## src/rtl/modulo_unit.sv

```systemverilog
// Sequential remainder unit: restoring shift-subtract over a 2*BIT+1 bit dividend, one bit per clock.
// Optional macro MODULO_DIV0_EN: a zero divisor finishes after one cycle with M = all ones.
module modulo_unit #(
    parameter int BIT = 8
) (
    input  logic           clk,
    input  logic           start,
    output logic           busy,
    input  logic [BIT-1:0] C,
    input  logic [BIT:0]   Hreg,
    input  logic [BIT-1:0] Lreg,
    output logic [BIT-1:0] M,
    input  logic           rst
);

    localparam int DW = 2 * BIT + 1;
    localparam int CW = $clog2(DW + 1);
    localparam logic [CW-1:0] LAST = CW'(DW - 1);

    typedef enum logic {
        IDLE = 1'b0,
        RUN  = 1'b1
    } state_t;

    state_t          state_q, state_d;
    logic            busy_q, busy_d;
    logic            start_prev_q, start_prev_d;
    logic [BIT-1:0]  m_q, m_d;
    logic [BIT-1:0]  rem_q, rem_d;
    logic [DW-1:0]   div_q, div_d;
    logic [BIT-1:0]  c_q, c_d;
    logic [CW-1:0]   cnt_q, cnt_d;

    logic [BIT:0]    rem_trial;
    logic [BIT-1:0]  rem_next;
    logic            launch;

    // The stored remainder is always below the divisor, so only the
    // shifted trial value needs the extra top bit.
    always_comb begin
        rem_trial = {rem_q, div_q[DW-1]};
        rem_next  = rem_trial[BIT-1:0];
        if (rem_trial >= {1'b0, c_q}) begin
            rem_next = BIT'(rem_trial - {1'b0, c_q});
        end
    end

    assign launch = (state_q == IDLE) && start && !start_prev_q;

    always_comb begin
        state_d      = state_q;
        busy_d       = busy_q;
        start_prev_d = start;
        m_d          = m_q;
        rem_d        = rem_q;
        div_d        = div_q;
        c_d          = c_q;
        cnt_d        = cnt_q;

        case (state_q)
            IDLE: begin
                if (launch) begin
                    state_d = RUN;
                    busy_d  = 1'b1;
                    c_d     = C;
                    div_d   = {Hreg, Lreg};
                    rem_d   = '0;
                    cnt_d   = '0;
                end
            end
            RUN: begin
`ifdef MODULO_DIV0_EN
                if (c_q == '0) begin
                    state_d = IDLE;
                    busy_d  = 1'b0;
                    m_d     = '1;
                    rem_d   = '0;
                    cnt_d   = '0;
                end else begin
                    rem_d = rem_next;
                    div_d = {div_q[DW-2:0], 1'b0};
                    cnt_d = cnt_q + CW'(1);
                    if (cnt_q == LAST) begin
                        state_d = IDLE;
                        busy_d  = 1'b0;
                        m_d     = rem_next;
                    end
                end
`else
                rem_d = rem_next;
                div_d = {div_q[DW-2:0], 1'b0};
                cnt_d = cnt_q + CW'(1);
                if (cnt_q == LAST) begin
                    state_d = IDLE;
                    busy_d  = 1'b0;
                    m_d     = rem_next;
                end
`endif
            end
            default: begin
                state_d = IDLE;
                busy_d  = 1'b0;
            end
        endcase
    end

    always_ff @(posedge clk) begin
        if (rst) begin
            state_q      <= IDLE;
            busy_q       <= 1'b0;
            start_prev_q <= 1'b0;
            m_q          <= '0;
            rem_q        <= '0;
            div_q        <= '0;
            c_q          <= '0;
            cnt_q        <= '0;
        end else begin
            state_q      <= state_d;
            busy_q       <= busy_d;
            start_prev_q <= start_prev_d;
            m_q          <= m_d;
            rem_q        <= rem_d;
            div_q        <= div_d;
            c_q          <= c_d;
            cnt_q        <= cnt_d;
        end
    end

    assign busy = busy_q;
    assign M    = m_q;

endmodule

```

## config.mk

```make
export PLATFORM = sky130hd
export DESIGN_NAME = modulo_unit
export DESIGN_NICKNAME = d
export VERILOG_FILES = /design/src/rtl/modulo_unit.sv
export SDC_FILE = /design/constraint.sdc
export NUM_CORES = 1
export LEC_CHECK = 0
export CELL_PAD_IN_SITES_DETAIL_PLACEMENT = 0
export CELL_PAD_IN_SITES_GLOBAL_PLACEMENT = 2
export CORE_AREA = 2 2 91 93
export CTS_CLUSTER_SIZE = 12
export DETAILED_ROUTE_END_ITERATION = 8
export DIE_AREA = 0 0 93 95
export PLACE_DENSITY = 0.84
export SYNTH_ARGS = -nofsm -noshare
export SYNTH_HDL_FRONTEND = slang
export SYNTH_SLANG_ARGS = --single-unit
```

## constraint.sdc

```tcl
create_clock -name clk -period 3.7 [get_ports clk]
set_input_delay 0.74 -clock clk [delete_from_list [all_inputs] [get_ports clk]]
set_output_delay 0.74 -clock clk [all_outputs]
set_load 0.03 [all_outputs]
```

==> Word-level counts from Yosys, hierarchy flattened <==
Index checks and enable logic that the tools add are counted.
{ "totals": {"register_bits": 49, "latch_bits": 0, "ramBits": 0, "rom_bits": 0, "input_bits": 28, "output_inout_bits": 9, "word_cells": 34, "n_memories": 0} }
{ "classes": {"n_addsub": 2, "mul": 0, "div_mod_pow": 0, "magnitude_cmp": 1, "n_eq_ne": 3, "n_shift": 0, "n_mux": 13, "bitwise": 1, "n_reduce_logical": 6} }
{ "op_table": {"columns": ["operator", "count"], "rows": [
  ["$pmux 17 s2", 1],
  ["$mux 17", 1],
  ["$mux 8", 2],
  ["$pmux 8 s2", 1],
  ["$pmux 5 s2", 1],
  ["$ge 9x8->1", 1],
  ["$sub 8x8->8", 1],
  ["$reduce_and 2->1", 3],
  ["$add 5x1->5 const B", 1],
  ["$eq 5x5->1 const B", 1],
  ["$mux 5", 1],
  ["$mux 1", 4],
  ["$pmux 1 s2", 2],
  ["$logic_and 1x1->1", 2],
  ["$ne 2x1->1 const B", 1],
  ["$ne 2x2->1 const B", 1],
  ["$logic_not 1->1", 1],
  ["$not 1->1", 1]
]} }

==> Depth between registers and ports, before layout <==
Gate-level depths: netlist (run 1).
{ "logic_depth": {"depth_word": 5, "ltp_mapped": 9, "ltp_nobuf": 9} }

==> Least setup slack after synthesis (run 1) <==
OpenSTA, ideal clock, no wires.
{ "synth_timing": {"path_type": "register -> register", "from": "register div_q[16]", "to": "register m_q[6], in the netlist M[6]", "setup_time_ns": 0.091, "t_arrival_ns": 2.043, "required_ns": 3.609, "slack_ns": 1.566, "path_stages_with_launch": 10, "path_buffers": 0, "period_less_slack_ns": 2.134, "path_cell_list": "dfxtp_1 inv_1 ha_1 inv_1 fa_1 a211o_1 a2111oi_4 a41o_2 o22ai_2 a311oi_1"} }
{ "synth_between": {"elab_chain_len": 2, "word_cells_on_any_way": 3, "cone_classes": "add/sub: 1; order compare: 1; mux: 1"} }
{ "synth_lines": {"columns": ["item", "line", "source"], "rows": [
  ["start: declaration", "30", "logic [DW-1:0] div_q, div_d;"],
  ["start signal: assignment", "123", "div_q <= div_d;"],
  ["$sub 8x8->8 / $ge 9x8->1 (equally long branches)", "44, 43", null],
  ["$mux 8 (*)", "43", "if (rem_trial >= {1'b0, c_q}) begin"],
  ["end signal: assignment", "121", "m_q <= m_d;"],
  ["end: declaration", "28", "logic [BIT-1:0] m_q, m_d;"]
]} }
Mark *: on every way between the ends. The rest lies on a longest branch, timed or not.
A chain may end at the register's enable or synchronous reset.

==> Worst setup path after layout (run 1) <==
Ends and elaborated chain as after synthesis.

==> flow_summary.toml, run 1 <==
[clock_tree]
cts_made_buffers = 5
postCtsHoldBufs = 0
cts_resized = 0
tritoncts = "done"
cts_setup_buffers = 0
clk_latency_ns = 0.30
cts.path.max_buffers = 2
htreeDepth = 2
clkSlewWorstSetupHoldPaths_ns = 0.10
cts.sinks = 49
cts_root_buf = "clkbuf_8"

[setup_path]
path_class = "register to register"
end_kind = "register"
reg2regPathDepth = 9
crit_path_end = "M[6]$_SDFFE_PP0P_"
rrSetupSlack_ns = 1.30
cp_max_fo = 4
cp.required_ns = 3.91
reg2reg_from = "div_q[16]$_SDFFE_PP0P_"
startpoint = "div_q[16]$_SDFFE_PP0P_"
r2r-end = "M[6]$_SDFFE_PP0P_"
critPathLaunchType = "register"
crit_arrival_ns = 2.62

[final_layout]
final_cells = 466
final_cell_mix = "dfxtp_1 (49), a21oi_1 (46), nand2_1 (42)"
mostFrequentLayoutCell = "dfxtp_1"
nets = 399
n_antenna_cell = 0
drive_above_1_share = 0.0665
areaGrowthSynthToFinish_pct = 20.9

[floorplanning]
rows = 33
dieHeight_microns = 95
pin_count = 37
die_w_microns = 93
initial_utilization = 0.330
dieArea_sq_um = 8840
core_area_sq_um = 7930

[global_routing]
grt_pass1_vias = 2164
grt_pass1_wl_microns = 10400
grt_overflow = 0
grt_start_max_net_pins = 37
grtUsageTotal = 0.147
antenna_found_initial = 0

[synthesis]
synth-main-ff-cell = "dfxtp_1"
netlist_instances = 331
synth-seq-area-share = 0.375
syn_nets = 370
async_flop_share = 0
synthesis.area_sq_um = 2620
yosysWarnings = 0
synth.distinct_cells = 51
synth_edf_count = 0
syn_avg_cell_area_sq_um = 7.90
ys_ff_latch = 49

[sta]
relSlewSlack = 0.599
fin_crit_ns = 2.40
hold_viol = 0
setup_viol = 0
worstMarginPinSlew_ns = 0.601
max_freq_mhz = 416
fin_tns_setup_ns = 0
final.setup_skew_ns = 0.0122
period_share = 0.649
drv_slew = 0
rsz0062_at_grt = "no"

[route]
wl_per_cell_microns = 13.4
dr.pass1.iters = 4
wirelength_microns = 6230
vias_per_cell = 5.09
first_iter_violations = 164
antenna_left = 0
vias = 2370
drc = 0

[placement]
port_buffers = 36
hpwlAfterDp_microns = 4500
dpl.cell_count = 458
globalplace.congestion = 0.748

[outcome]
status = "complete, no violations"

[hold_path]
hold_class = "register to register"

[power_and_ir_drop]
power_density_nw_per_um2 = 481
ir_drop_v = 0.000185
power.leakage_nw = 1.15

[run]
maxCapViolCount = 0
area by class of cell:
| type | count | area (sq um) |
|---|---|---|
| Inverter | 13 | 48.8 |
| Clock inverter | 1 | 7.51 |
| Clock buffer | 7 | 76.3 |
| Timing Repair Buffer | 44 | 420 |
| Tap cell | 105 | 131 |
| Multi-Input combinational cell | 247 | 1500 |
| Sequential cell | 49 | 981 |
| Fill cell | 880 | 4770 |
cell usage after synthesis, types with 2 or more instances:
cell,count,area share
nand3_1,10,0.019
a211o_1,2,0.0067
nand3b_1,5,0.014
inv_1,13,0.019
a32o_1,2,0.0077
a311oi_1,4,0.013
a31oi_1,2,0.0048
dfxtp_1,49,0.38
nor2b_1,5,0.012
clkbuf_1,15,0.022
o21ai_0,6,0.011
ha_1,10,0.048
nor2_1,37,0.053
o21ai_1,10,0.019
o31ai_1,4,0.011
o22ai_2,2,0.0096
nand2_1,42,0.060
a21oi_1,46,0.088
nor3_1,10,0.019
xnor2_1,2,0.0067
nand4_1,2,0.0048
a41oi_1,2,0.0067
o211ai_1,5,0.014
nand2b_1,4,0.0096
a211oi_1,2,0.0057
or3_1,2,0.0048
buf_2,2,0.0038
buf_1,4,0.0057
mux2i_1,10,0.038
stage by stage:
step | util | cell area, sq um | worst slack [ns] | total power, mW | hold WS, ns
CTS | 0.399 | 3160 | 1.27 | 1.53 | 0.486
finish | 0.399 | 3160 | 1.30 | 1.52 | 0.486
floorplan | - | 2620 | 1.57 | 1.07 | 0.446
global route | 0.399 | 3160 | 1.15 | 1.62 | 0.523
global placement | 0.388 | 3080 | 1.33 | 1.22 | 0.463
detailed placement | 0.388 | 3080 | 1.29 | 1.22 | 0.471
power breakdown:
group | total (mW) | switching, mW | internal, mW | leakage, nW
clock network | 0.311 | 0.176 | 0.134 | 0.0385
logic | 0.613 | 0.360 | 0.253 | 0.709
registers | 0.596 | 0.0341 | 0.562 | 0.400
total | 1.52 | 0.570 | 0.950 | 1.15
per-layer routing:
metal / share of wire / global-route usage / vias up
met4: 0.0055 / 0.0417 / 0
met5: 0 / 0 / -
met3: 0.036 / 0.0287 / 4
li1: - / - / 1238
met2: 0.46 / 0.235 / 43
met1: 0.50 / 0.201 / 1085
registers in the layout, indices dropped and copies added (netlist names):
register and flops:
M 8, busy 1, c_q 8, cnt_q 5, div_q 17, rem_q 8, start_prev_q 1, state_q 1
worst max-delay path, stage by stage, from the launching register on:
cell       delay, ns
dfxtp_1         0.32
inv_1           0.11
ha_1            0.18
inv_1           0.05
fa_1            0.40
a211o_1         0.36
a2111oi_4       0.36
a41o_2          0.16
o22ai_2         0.09
a311oi_1        0.29
how the worst min path moves through the flow:
stage,from,to,slack [ns],depth (start not counted)
finish,rem_q[7]$_SDFFE_PP0P_,rem_q[7]$_SDFFE_PP0P_,0.49,2
global placement,M[7]$_SDFFE_PP0P_,M[7]$_SDFFE_PP0P_,0.46,2
global route,div_q[12]$_SDFFE_PP0P_,div_q[13]$_SDFFE_PP0P_,0.52,2
floorplan,rem_q[4]$_SDFFE_PP0P_,rem_q[4]$_SDFFE_PP0P_,0.45,2
CTS,M[7]$_SDFFE_PP0P_,M[7]$_SDFFE_PP0P_,0.49,2
detailed placement,div_q[10]$_SDFFE_PP0P_,div_q[11]$_SDFFE_PP0P_,0.47,2
logic make-up (layout without fill, tap and decap cells):
kind of cell	count (synthesis)	after routing	share of synthesized area
DFF	49	49	0.375
buffers and inverters	35	65	0.0526
adders and majority gates	11	11	0.0555
AOI/OAI and AO/OA	99	99	0.251
and+or+nand+nor	125	125	0.221
muxes	10	10	0.0383
xor gates and xnor gates	2	2	0.00670
No activity file was read; power rests on OpenSTA's default activity.
==> run 2, diff against run 1 <==
--- a/config.mk
+++ b/config.mk
@@ -7,11 +7,11 @@
 export LEC_CHECK = 0
 export CELL_PAD_IN_SITES_DETAIL_PLACEMENT = 0
 export CELL_PAD_IN_SITES_GLOBAL_PLACEMENT = 2
-export CORE_AREA = 2 2 91 93
+export CORE_AREA = 2 2 94 96
 export CTS_CLUSTER_SIZE = 12
 export DETAILED_ROUTE_END_ITERATION = 8
-export DIE_AREA = 0 0 93 95
-export PLACE_DENSITY = 0.84
+export DIE_AREA = 0 0 96 98
+export PLACE_DENSITY = 0.79
 export SYNTH_ARGS = -nofsm -noshare
 export SYNTH_HDL_FRONTEND = slang
 export SYNTH_SLANG_ARGS = --single-unit
==> constraint.sdc (replaced) <==
create_clock -name clk -period 2.27 [get_ports clk]
set_input_delay 0.454 -clock clk [delete_from_list [all_inputs] [get_ports clk]]
set_output_delay 0.454 -clock clk [all_outputs]
set_load 0.03 [all_outputs]
==> flow_summary.toml, run 2 (synthesized netlist as in run 1, its figures left out) <==
[final_layout]
mostFrequentLayoutCell = "dfxtp_1"
drive_above_1_share = 0.108
largest_reg_flops = 17
final_cells = 479
nets = 410
top_register = "div_q"
fillCellCount = 875
final_cell_mix = "dfxtp_1 (48), a21oi_1 (46), nand2_1 (42)"
n_antenna_cell = 0
areaGrowthSynthToFinish_pct = 25.2

[sta]
relSlewSlack = 0.461
setup_viol = 0
drv_slew = 0
max_freq_mhz = 471
final.setup_skew_ns = 0.00778
hold_viol = 0
worstMarginPinSlew_ns = 0.802
period_share = 0.936
fin_crit_ns = 2.12
fin_tns_setup_ns = 0
whs_ns = 0.460
layout_setup_ws_ns = 0.146
rsz0062_at_grt = "no"

[power_and_ir_drop]
p_total_mw = 2.61
p_comb_frac = 0.422
power.leakage_nw = 1.21
p_clk_frac = 0.206
switchingPower_uw = 969
p_sw_frac = 0.371
pwr-share-seq = 0.372
internal_power_mw = 1.65
power_density_nw_per_um2 = 799
ir_drop_v = 0.000310

[floorplanning]
core_area_sq_um = 8470
dieHeight_microns = 98
pin_count = 37
rows = 34
die_w_microns = 96
initial_utilization = 0.309
dieArea_sq_um = 9410

[clock_tree]
clk_latency_ns = 0.30
cts.path.max_buffers = 2
cts_made_buffers = 5
tritoncts = "done"
htreeDepth = 2
cts_root_buf = "clkbuf_8"
clkSlewWorstSetupHoldPaths_ns = 0.09
cts.sinks = 49

[outcome]
status = "complete, no violations"

[route]
dr.pass1.iters = 6
wl_met3_microns = 286
highest_layer = "met4"
vias_per_cell = 4.99
vias = 2391
dr_wl_met2_microns = 2860
first_iter_violations = 132
wl_per_cell_microns = 13.8
antenna_left = 0
wirelength_microns = 6610
drc = 0
drt-met1-wl_microns = 3420

[setup_path]
crit_arrival_ns = 2.33
r2r-end = "rem_q[2]$_SDFFE_PP0P_"
slowest_delay_ns = 0.46
cp.required_ns = 2.47
path_class = "register to register"
cp_max_fo = 15
end_kind = "register"
rrSetupSlack_ns = 0.15
cp_cell_sequence = "ha_1, nor2b_1, o22ai_2, a31oi_4, or3_1, a32o_1"
reg2regPathDepth = 6
critPathLaunchType = "register"
slowest_stage = "dfxtp_1"
reg2reg_from = "rem_q[0]$_SDFFE_PP0P_"

[global_routing]
grtUsageTotal = 0.148
grt_pass1_vias = 2261
grt_start_max_net_pins = 30
grt_pass1_wl_microns = 11100
grt_overflow = 0
antenna_found_initial = 0

[placement]
globalplace.congestion = 0.799
hpwlAfterDp_microns = 4860
dpl.cell_count = 471
post-place-ws_ns = 0.0000913
port_buffers = 36

[hold_path]
min_path_cells = 2
hold_start = "M[7]$_SDFFE_PP0P_"
hold_path_end = "M[7]$_SDFFE_PP0P_"
hold_class = "register to register"

[run]
maxCapViolCount = 0
[run 2: cell type report]
type,instances,area (sq um),area share
multi-input combinational,247,1510,0.462
sequential,49,982,0.300
timing repair buffer,55,503,0.154
tap,108,135,0.0413
clock buffer,6,82.6,0.0252
inverter,13,51.3,0.0157
clock inverter,1,7.51,0.00229
[run 2: power by group through the flow]
stage / registers (mW) / clock network [mW] / logic (mW)
after floorplan: 0.970 / 0 / 0.782
after global placement: 0.989 / 0 / 1.09
after detailed placement: 0.990 / 0 / 1.09
after CTS: 0.971 / 0.565 / 1.10
after global routing: 0.982 / 0.598 / 1.23
final: 0.972 / 0.539 / 1.10
[run 2: timing repair]
action	4_1_cts	5_1_grt
resized for setup	2	4
endpoints found under the setup margin	2	3
setup buffers	0	1
pin swaps	2	4
hold buffers	0	0
[run 2: critical path: cells and delay by family (launching register included)]
family / cells / cell delay (ns)
simple gates: 2 / 0.56
compound gates: 3 / 0.71
flops: 1 / 0.46
fa+ha+maj: 1 / 0.28
[run 2: worst max path at each step]
stage / slack, ns / endpoint / from
after global placement: 0.05 / M[6]$_SDFFE_PP0P_ / div_q[16]$_SDFFE_PP0P_
after floorplan: 0.14 / M[6]$_SDFFE_PP0P_ / div_q[16]$_SDFFE_PP0P_
final: 0.15 / rem_q[2]$_SDFFE_PP0P_ / rem_q[0]$_SDFFE_PP0P_
after global routing: 0.01 / M[6]$_SDFFE_PP0P_ / div_q[16]$_SDFFE_PP0P_
after CTS: 0.03 / M[6]$_SDFFE_PP0P_ / div_q[16]$_SDFFE_PP0P_
after detailed placement: 0.00009 / M[6]$_SDFFE_PP0P_ / div_q[16]$_SDFFE_PP0P_
[run 2: stage by stage]
stage / cell area, sq um / util
4_1_cts: 3250 / 0.384
3_5_place_dp: 3160 / 0.373
2_1_floorplan: 2620 / -
3_3_place_gp: 3160 / 0.373
6_report: 3270 / 0.387
5_1_grt: 3270 / 0.387
[run 2: layer usage]
layer | global-route usage | vias to the layer above
li1 | - | 1253
met1 | 0.226 | 1088
met2 | 0.215 | 48
met3 | 0.0270 | 2
met4 | 0.0308 | 0
met5 | 0 | -
